--- src/rtl/clk_divide_prog.sv ---
// Programmable clock divider: clk_out period N = div_active, low floor(N/2) cycles, then high.
// Define CLK_DIVIDE_PROG_TICK_EN to build the tick pulse logic; otherwise tick is tied low.
module clk_divide_prog #(
  parameter int WIDTH       = 8,
  parameter int DEFAULT_DIV = 4
) (
  input  logic             clk,
  input  logic             reset,
  input  logic             en,
  input  logic             div_load,
  input  logic [WIDTH-1:0] div_val,
  output logic             clk_out,
  output logic             tick,
  output logic [WIDTH-1:0] div_active,
  output logic             cfg_err
);

  logic [WIDTH-1:0] cnt_q, cnt_d;
  logic [WIDTH-1:0] div_active_q, div_active_d;
  logic [WIDTH-1:0] pend_q, pend_d;
  logic             pend_vld_q, pend_vld_d;
  logic             clk_out_q, clk_out_d;
  logic             cfg_err_q, cfg_err_d;

  logic             legal_load;
  logic             wrap;
  logic [WIDTH-1:0] half;

  assign legal_load = div_load && (div_val >= WIDTH'(2));
  assign wrap       = en && (cnt_q == div_active_q - WIDTH'(1));
  assign half       = div_active_q >> 1;

  // NOTE: every output of this block gets a default first, so no path leaves a latch.
  always_comb begin
    cnt_d        = cnt_q;
    div_active_d = div_active_q;
    pend_d       = pend_q;
    pend_vld_d   = pend_vld_q;
    clk_out_d    = clk_out_q;
    cfg_err_d    = div_load && !legal_load;

    if (wrap) begin
      cnt_d      = '0;
      pend_vld_d = 1'b0;
      // A legal load landing on the wrap beats the older pending value.
      if (legal_load) begin
        div_active_d = div_val;
      end else if (pend_vld_q) begin
        div_active_d = pend_q;
      end
    end else begin
      if (en) begin
        cnt_d = cnt_q + WIDTH'(1);
      end
      if (legal_load) begin
        pend_d     = div_val;
        pend_vld_d = 1'b1;
      end
    end

    // Wrap yields cnt_d = 0 < half, so the new period always starts low.
    if (en) begin
      clk_out_d = (cnt_d >= half);
    end
  end

  // NOTE: state registers use non-blocking assignments so all flops update together.
  always_ff @(posedge clk) begin
    if (!reset) begin
      cnt_q        <= '0;
      div_active_q <= WIDTH'(DEFAULT_DIV);
      pend_q       <= '0;
      pend_vld_q   <= 1'b0;
      clk_out_q    <= 1'b0;
      cfg_err_q    <= 1'b0;
    end else begin
      cnt_q        <= cnt_d;
      div_active_q <= div_active_d;
      pend_q       <= pend_d;
      pend_vld_q   <= pend_vld_d;
      clk_out_q    <= clk_out_d;
      cfg_err_q    <= cfg_err_d;
    end
  end

`ifdef CLK_DIVIDE_PROG_TICK_EN
  logic tick_q, tick_d;

  always_comb begin
    tick_d = en && !wrap && (cnt_d == half);
  end

  always_ff @(posedge clk) begin
    if (!reset) begin
      tick_q <= 1'b0;
    end else begin
      tick_q <= tick_d;
    end
  end

  assign tick = tick_q;
`else
  assign tick = 1'b0;
`endif

  assign clk_out    = clk_out_q;
  assign div_active = div_active_q;
  assign cfg_err    = cfg_err_q;

endmodule
--- config.mk ---
export PLATFORM = sky130hd
export DESIGN_NAME = clk_divide_prog
export DESIGN_NICKNAME = d
export VERILOG_FILES = /design/src/rtl/clk_divide_prog.sv
export SDC_FILE = /design/constraint.sdc
export NUM_CORES = 1
export LEC_CHECK = 0
export BUFFER_PORTS_ARGS = -buffer_cell sky130_fd_sc_hd__buf_2
export CORE_MARGIN = 5
export CORE_UTILIZATION = 60
export DETAILED_ROUTE_END_ITERATION = 6
export PLACE_DENSITY = 0.83
export SLEW_MARGIN = 20
export SYNTH_ARGS = -nofsm -noshare
export SYNTH_HDL_FRONTEND = slang
export SYNTH_SLANG_ARGS = --single-unit
--- constraint.sdc ---
create_clock -name clk -period 5.55 [get_ports clk]
set_input_delay 0.555 -clock clk [delete_from_list [all_inputs] [get_ports clk]]
set_output_delay 0.555 -clock clk [all_outputs]
set_load 0.005 [all_outputs]
==> summary.md, run 1 <==
| Metric | Value |
|---|---|
| Status | `finished clean` |
| Final Critical Period | `3700 ps` |
| Multi-input logic area | `995 um^2` |
| Synth top area share | `32.5%` |
| Starting density of the core | `61.3%` |
| Hold Path Class | `reg2reg` |
| Post-synth top flop | `dfxtp_1` |
| Rel. slew slack | `38.6%` |
| Buffers on Ports | `21` |
| Setup violations, final | `0` |
| Setup TNS | `0 ps` |
| Vias | `1354` |
| Power Internal | `0.000254 W` |
| Most frequent cells in the layout | `dfxtp_1, buf_2, nand2_1` |
| DP HPWL | `2790 um` |
| RSZ-0062 raised after global routing | `false` |
| Post-CTS Setup Repair Bufs | `0` |
| PostCTS Resize Cnt | `0` |
| Pre-antenna DRT Iters | `3` |
| Clock buffer depth | `2` |
| Number of vias per cell | `5.71` |
| Register-to-Register Path Depth | `14` |
| Mapped Cells | `197` |
| Critical path type | `reg2reg` |
| Total grt overflow | `0` |
| FF/Latch Area | `541 um^2` |
| CP most frequent cell | `a21oi_1` |
| Clk root buf | `clkbuf_4` |
| Worst Skew | `5.68 ps` |
| Layout cells sized above 1 | `14.1%` |
| Wire length per cell | `14.9 um` |
| Pre-CTS WS | `1930 ps` |
| P&R area growth vs syn | `4.89%` |
| Cell depth of the worst min-delay path | `2` |
| Synth area leader | `dfxtp_1` |
| CP cell instances | `inv_1 -> ha_1 -> o21ba_2 -> a221oi_1 -> a41oi_1 -> a211oi_4 -> nand2b_1 -> ha_1 -> nand2b_1 -> a21o_1 -> a21oi_1 -> o21ai_0 -> a21oi_1 -> a21oi_1` |
| DIE HEIGHT | `62.6 um` |
| Fraction of registers with async set/reset | `0%` |
| Fin worst setup slack | `1850 ps` |
| Clk sinks | `27` |
| Cell family with most CP delay | `compound AO/OA/AOI/OAI gates` |
| Hold Crit Endpoint | `pend_q[4]` |
| R2r setup slk | `1850 ps` |
| Crit path largest cell delay | `770 ps` |
| Mean post-synth cell area | `8.43 um^2` |
| Io pins | `23` |
| Crit path DAT | `3940 ps` |
| Buf+Inv Stages, Crit Path | `1` |
| Die footprint | `0.00392 mm^2` |
| Slew @ Worst Pin | `917 ps` |
| Switching Share | `27.3%` |
| Row count | `19` |
| Synth Warn # | `0` |
| P per Cell Area | `200 mW/mm^2` |
| Filler instances | `250` |
| Initial antenna violation count | `0` |
| Worst Setup End Kind | `register` |
| Netlist cell types | `37` |
| Core area | `0.00271 mm^2` |
| Sequential area share after synthesis | `32.5%` |
| Hold Buf Count CTS | `0` |
| Largest net degree at the start of global routing | `27` |
| Sw Pwr | `0.0000955 W` |
| DIE WIDTH | `62.6 um` |
| Commonest non-fill, non-tap cell in the layout | `dfxtp_1` |
| Worst hold margin | `470 ps` |
| Worst r2r dst | `clk_out` |
| CTS H-Tree Depth | `1` |
| Final Max Slew Viols | `0` |
| Seq pwr share | `59.9%` |
| HP Start | `pend_q[4]` |
| Nets | `228` |
| Clock transition at path regs | `140 ps` |
| Combinational power share | `15.7%` |
| Synthesized cell area | `0.00166 mm^2` |
| CP Max Fanout | `26` |
| TritonCTS clock tree | `yes` |
| First-pass GRT wire length | `6020 um` |
| Ant diodes | `0` |
| GPL Wtd Cong | `0.953` |
| Crit path required time | `5790 ps` |
| Worst-Skew Late Latency | `330 ps` |
| Number of buffers created by CTS | `3` |
| Drt total wl | `3540 um` |
| Fin. Hold Viols | `0` |
| Number of global-route vias before repair | `1335` |
| Crit start category | `register` |
| Syn Nets | `218` |
| Top post-synthesis cells by area | `dfxtp_1, mux2i_1, ha_1` |
| Fmax | `270 MHz` |
| Clock share of power | `24.5%` |
| Initial DRC count | `46` |
| GRT Util Overall | `18.6%` |
| Post-synth EDFFs | `0` |
| Post-route ant nets | `0` |
| DRC errors left | `0` |
| Fin crit share | `66.7%` |
| Leak Pwr | `0.769 nW` |
| Slowest CP cell | `a211oi_4` |
| Synthesized flop and latch total | `27` |
| Number of max-cap violations | `0` |
| Reg2reg start | `div_active[0]` |
| IR drop worst, VDD | `0.210 mV` |
-- stage by stage --
| stage | instances | total power (W) | utilization [%] | instance area, um^2 |
|---|---|---|---|---|
| 2_1_floorplan | 197 | 0.000254 | - | 1660 |
| 3_3_place_gp | 233 | 0.000265 | 63.3 | 1720 |
| 3_5_place_dp | 233 | 0.000268 | 63.3 | 1720 |
| 4_1_cts | 237 | 0.000352 | 64.3 | 1740 |
| 5_1_grt | 237 | 0.000370 | 64.3 | 1740 |
| 6_report | 237 | 0.000349 | 64.3 | 1740 |
-- synthesized netlist by cell type, drive strengths merged, types with 4 or more instances --
library cell and n:
inv 10, dfxtp 27, nand2 19, xnor2 8, nand3 4, a311oi 7, o21ai 4, clkbuf 7
ha 9, nor2 19, nand2b 8, a21oi 13, buf 9, mux2i 15, xor2 8
-- final cells by class --
class,count,area share (%)
Multi-Input combinational cell,144,57.1
Sequential cell,27,31.0
Timing Repair Buffer,21,6.03
Tap cell,31,2.23
Inverter,10,2.15
Clock buffer,4,1.51
-- power groups by stage --
stage                     Sequential (W)  Combinational [W]  Clock (W)
after global placement          0.000213          0.0000526          0
after CTS                       0.000209          0.0000547  0.0000886
final                           0.000209          0.0000548  0.0000855
after floorplan                 0.000211          0.0000433          0
after global routing            0.000211          0.0000617  0.0000983
after detailed placement        0.000213          0.0000545          0
-- kinds of logic (layout without fill, tap and decap cells) --
family / after synthesis / count (layout) / share of synthesized area [%]
AOI/OAI and AO/OA: 38 / 38 / 16.4
xor gates and xnor gates: 16 / 16 / 8.43
adders and majority gates: 9 / 9 / 6.78
buffers and inverters: 26 / 35 / 7.61
DFF: 27 / 27 / 32.5
muxes: 15 / 15 / 9.04
other: 1 / 1 / 0.226
and+or+nand+nor: 65 / 65 / 19.0
-- registers in the layout, summed over array words and instances (netlist names) --
register	count
cnt_q	8
clk_out	1
cfg_err	1
pend_q	8
div_active	8
pend_vld_q	1
-- worst register-to-register path, cell delays in order (launching register included) --
cell and delay, ps:
dfxtp_1 520, inv_1 80, ha_1 310, o21ba_2 250, a221oi_1 370, a41oi_1 140
a211oi_4 770, nand2b_1 200, ha_1 220, nand2b_1 140, a21o_1 170, a21oi_1 130
o21ai_0 100, a21oi_1 140, a21oi_1 80
-- how the worst max path moves through the flow --
stage	startpoint	to	cells after the start
CTS	div_active[0]	clk_out	14
global placement	div_active[0]	clk_out	14
finish	div_active[0]	clk_out	14
floorplan	div_active[0]	clk_out	17
detailed placement	div_active[0]	clk_out	14
global route	div_active[0]	clk_out	14
-- layer usage --
metal  up-vias  GRT usage (%)  wire length [um]
met5         -              0                 0
met4         0           6.10                46
met3         5           3.24               103
met2        18           34.7              1850
met1       633           20.9              1540
li1        698              -                 -
Note: power is estimated with default switching activity, not from simulation.
==> run 2: changes to the inputs <==
--- a/config.mk
+++ b/config.mk
@@ -5,11 +5,12 @@
 export SDC_FILE = /design/constraint.sdc
 export NUM_CORES = 1
 export LEC_CHECK = 0
+export ABC_AREA = 1
 export BUFFER_PORTS_ARGS = -buffer_cell sky130_fd_sc_hd__buf_2
 export CORE_MARGIN = 5
-export CORE_UTILIZATION = 60
+export CORE_UTILIZATION = 57
 export DETAILED_ROUTE_END_ITERATION = 6
-export PLACE_DENSITY = 0.83
+export PLACE_DENSITY = 0.79
 export SLEW_MARGIN = 20
 export SYNTH_ARGS = -nofsm -noshare
 export SYNTH_HDL_FRONTEND = slang
==> constraint.sdc (replaced) <==
create_clock -name clk -period 3.8 [get_ports clk]
set_input_delay 0.38 -clock clk [delete_from_list [all_inputs] [get_ports clk]]
set_output_delay 0.38 -clock clk [all_outputs]
set_load 0.005 [all_outputs]
==> summary.md, run 2 <==
| Metric | Value |
|---|---|
| Top post-synthesis cells by area | `dfxtp_1, nand2_1, nor2_1` |
| Combinational power share | `18.7%` |
| Row count | `20` |
| P per Cell Area | `277 mW/mm^2` |
| FF/Latch Area | `541 um^2` |
| Post-synth top flop | `dfxtp_1` |
| Multi-input logic area | `0.00105 mm^2` |
| Largest net degree at the start of global routing | `20` |
| Hold Path Class | `in2reg` |
| Cell depth of the worst min-delay path | `3` |
| Sw Pwr | `0.000167 W` |
| Wire length per cell | `12.0 um` |
| Crit start category | `register` |
| Clock transition at path regs | `160 ps` |
| Max layer used | `met4` |
| DIE HEIGHT | `66.2 um` |
| Fraction of registers with async set/reset | `0%` |
| CP Max Fanout | `19` |
| Synth Warn # | `0` |
| DR WL met2 | `1800 um` |
| Pre-CTS WS | `948 ps` |
| Layout Utilization | `64.3%` |
| Clock share of power | `24.9%` |
| Buffers on Ports | `21` |
| R2r setup slk | `920 ps` |
| TritonCTS clock tree | `yes` |
| Hold Buf Count CTS | `0` |
| Number of vias per cell | `4.99` |
| Filler instances | `313` |
| Final Critical Period | `2880 ps` |
| RSZ-0062 raised after global routing | `false` |
| Met3 wire length | `207 um` |
| Final Max Slew Viols | `0` |
| CTS H-Tree Depth | `1` |
| Number of global-route vias before repair | `1561` |
| Fmax | `347 MHz` |
| Vias | `1712` |
| Setup violations, final | `0` |
| Crit path required time | `4050 ps` |
| Initial antenna violation count | `0` |
| Mean post-synth cell area | `6.40 um^2` |
| Most frequent cells in the layout | `nand2_1, nor2_1, inv_1` |
| Synthesized cell area | `0.00180 mm^2` |
| Status | `finished clean` |
| Switching Share | `31.0%` |
| Clock buffer depth | `2` |
| Die footprint | `0.00438 mm^2` |
| Post-synth EDFFs | `0` |
| Worst hold margin | `267 ps` |
| Ant diodes | `0` |
| GPL Wtd Cong | `0.916` |
| Synthesized flop and latch total | `27` |
| Layout cells sized above 1 | `14.7%` |
| Post-route ant nets | `0` |
| Post-CTS Setup Repair Bufs | `0` |
| Register-to-Register Path Depth | `26` |
| Io pins | `23` |
| Seq pwr share | `56.4%` |
| Fin. Hold Viols | `0` |
| Setup TNS | `0 ps` |
| Number of max-cap violations | `0` |
| Slowest CP cell | `dfxtp_1` |
| Drt total wl | `4120 um` |
| Pre-antenna DRT Iters | `4` |
| Synth top cells by count | `nand2_1, nor2_1, inv_1` |
| Worst r2r dst | `clk_out` |
| Fin worst setup slack | `922 ps` |
| HP Start | `div_load` |
| Hold Crit Endpoint | `cfg_err` |
| WL met1 | `2040 um` |
| Crit path largest cell delay | `370 ps` |
| Number of buffers created by CTS | `3` |
| Crit path DAT | `3130 ps` |
| CP most frequent cell | `nand2_1` |
| Worst-Skew Late Latency | `340 ps` |
| Leak Pwr | `0.998 nW` |
| Core area | `0.00303 mm^2` |
| Worst Skew | `11.1 ps` |
| First-pass GRT wire length | `6960 um` |
| Count leader, synth | `nand2_1` |
| Sequential area share after synthesis | `30.1%` |
| Starting density of the core | `59.4%` |
| DP HPWL | `3230 um` |
| Syn Nets | `302` |
| Clk root buf | `clkbuf_4` |
| IR drop worst, VDD | `0.180 mV` |
| Netlist cell types | `30` |
| Total grt overflow | `0` |
| DIE WIDTH | `66.2 um` |
| Fin crit share | `75.7%` |
| Synth area leader | `dfxtp_1` |
| Nets | `321` |
| Power Internal | `0.000373 W` |
| Mapped Cells | `281` |
| Synth top area share | `30.1%` |
| Worst Setup End Kind | `register` |
| Commonest non-fill, non-tap cell in the layout | `nand2_1` |
| Final Power | `0.000540 W` |
| Initial DRC count | `161` |
| Reg2reg start | `div_active[0]` |
| Clk sinks | `27` |
| PostCTS Resize Cnt | `0` |
| P&R area growth vs syn | `8.35%` |
| GRT Util Overall | `20.5%` |
| Critical path type | `reg2reg` |
| DRC errors left | `0` |
[run 2: cell count changes after synthesis, sizes merged, moves of 7 or more]
cell / before / now
mux2i: 15 / 1
inv: 10 / 44
nand2b: 8 / 0
nand2: 19 / 76
nor2: 19 / 50
xnor2: 8 / 1
nand3: 4 / 22
nand4: 2 / 11
a311oi: 7 / 0
[run 2: worst max path at each step]
stage / endpoint / slack [ps] / cells after the start / from
after floorplan: clk_out / 1180 / 23 / div_active[0]
after global placement: clk_out / 1030 / 23 / div_active[0]
after detailed placement: clk_out / 950 / 23 / div_active[1]
after CTS: clk_out / 940 / 23 / div_active[1]
after global routing: clk_out / 580 / 26 / div_active[0]
final: clk_out / 920 / 26 / div_active[0]
[run 2: layout make-up]
class	count	share of cell area [%]
Multi-Input combinational cell	203	54.0
Clock buffer	3	1.16
Sequential cell	27	27.7
Clock inverter	1	0.385
Tap cell	44	2.83
Inverter	44	8.48
Timing Repair Buffer	21	5.39
[run 2: worst max-delay path, delay by kind of cell, from the launching register on]
| family | cells | cell delay (ps) |
|---|---|---|
| flops | 1 | 370 |
| fa+ha+maj | 2 | 500 |
| simple gates | 20 | 1530 |
| compound gates | 1 | 70 |
| buf+inv | 3 | 300 |
[run 2: kinds of logic after synthesis]
logic type | Yosys count | synth area share (%)
buffers and inverters | 51 | 11.4
XOR/XNOR | 8 | 3.90
multiplexers | 1 | 0.557
adder cells (fa/ha/maj) | 9 | 6.26
flip-flops | 27 | 30.1
AO/OA/AOI/OAI | 22 | 6.75
AND/OR/NAND/NOR | 162 | 40.8
other | 1 | 0.209
[run 2: layer usage]
| metal | vias up | GRT usage, % |
|---|---|---|
| met4 | 0 | 6.09 |
| met2 | 42 | 31.8 |
| li1 | 907 | - |
| met5 | - | 0 |
| met1 | 755 | 29.2 |
| met3 | 8 | 2.72 |
[run 2: power groups by stage]
stage               registers, W  logic (W)  clock network [W]
CTS                     0.000304   0.000101           0.000136
finish                  0.000304   0.000101           0.000134
detailed placement      0.000310   0.000100                  0
global placement        0.000310  0.0000990                  0
global route            0.000306   0.000119           0.000147
floorplan               0.000309  0.0000774                  0
[run 2: stage by stage]
stage | area (um^2) | cells
2_1_floorplan | 1800 | 281
3_3_place_gp | 1920 | 339
3_5_place_dp | 1920 | 339
4_1_cts | 1950 | 343
5_1_grt | 1950 | 343
6_report | 1950 | 343
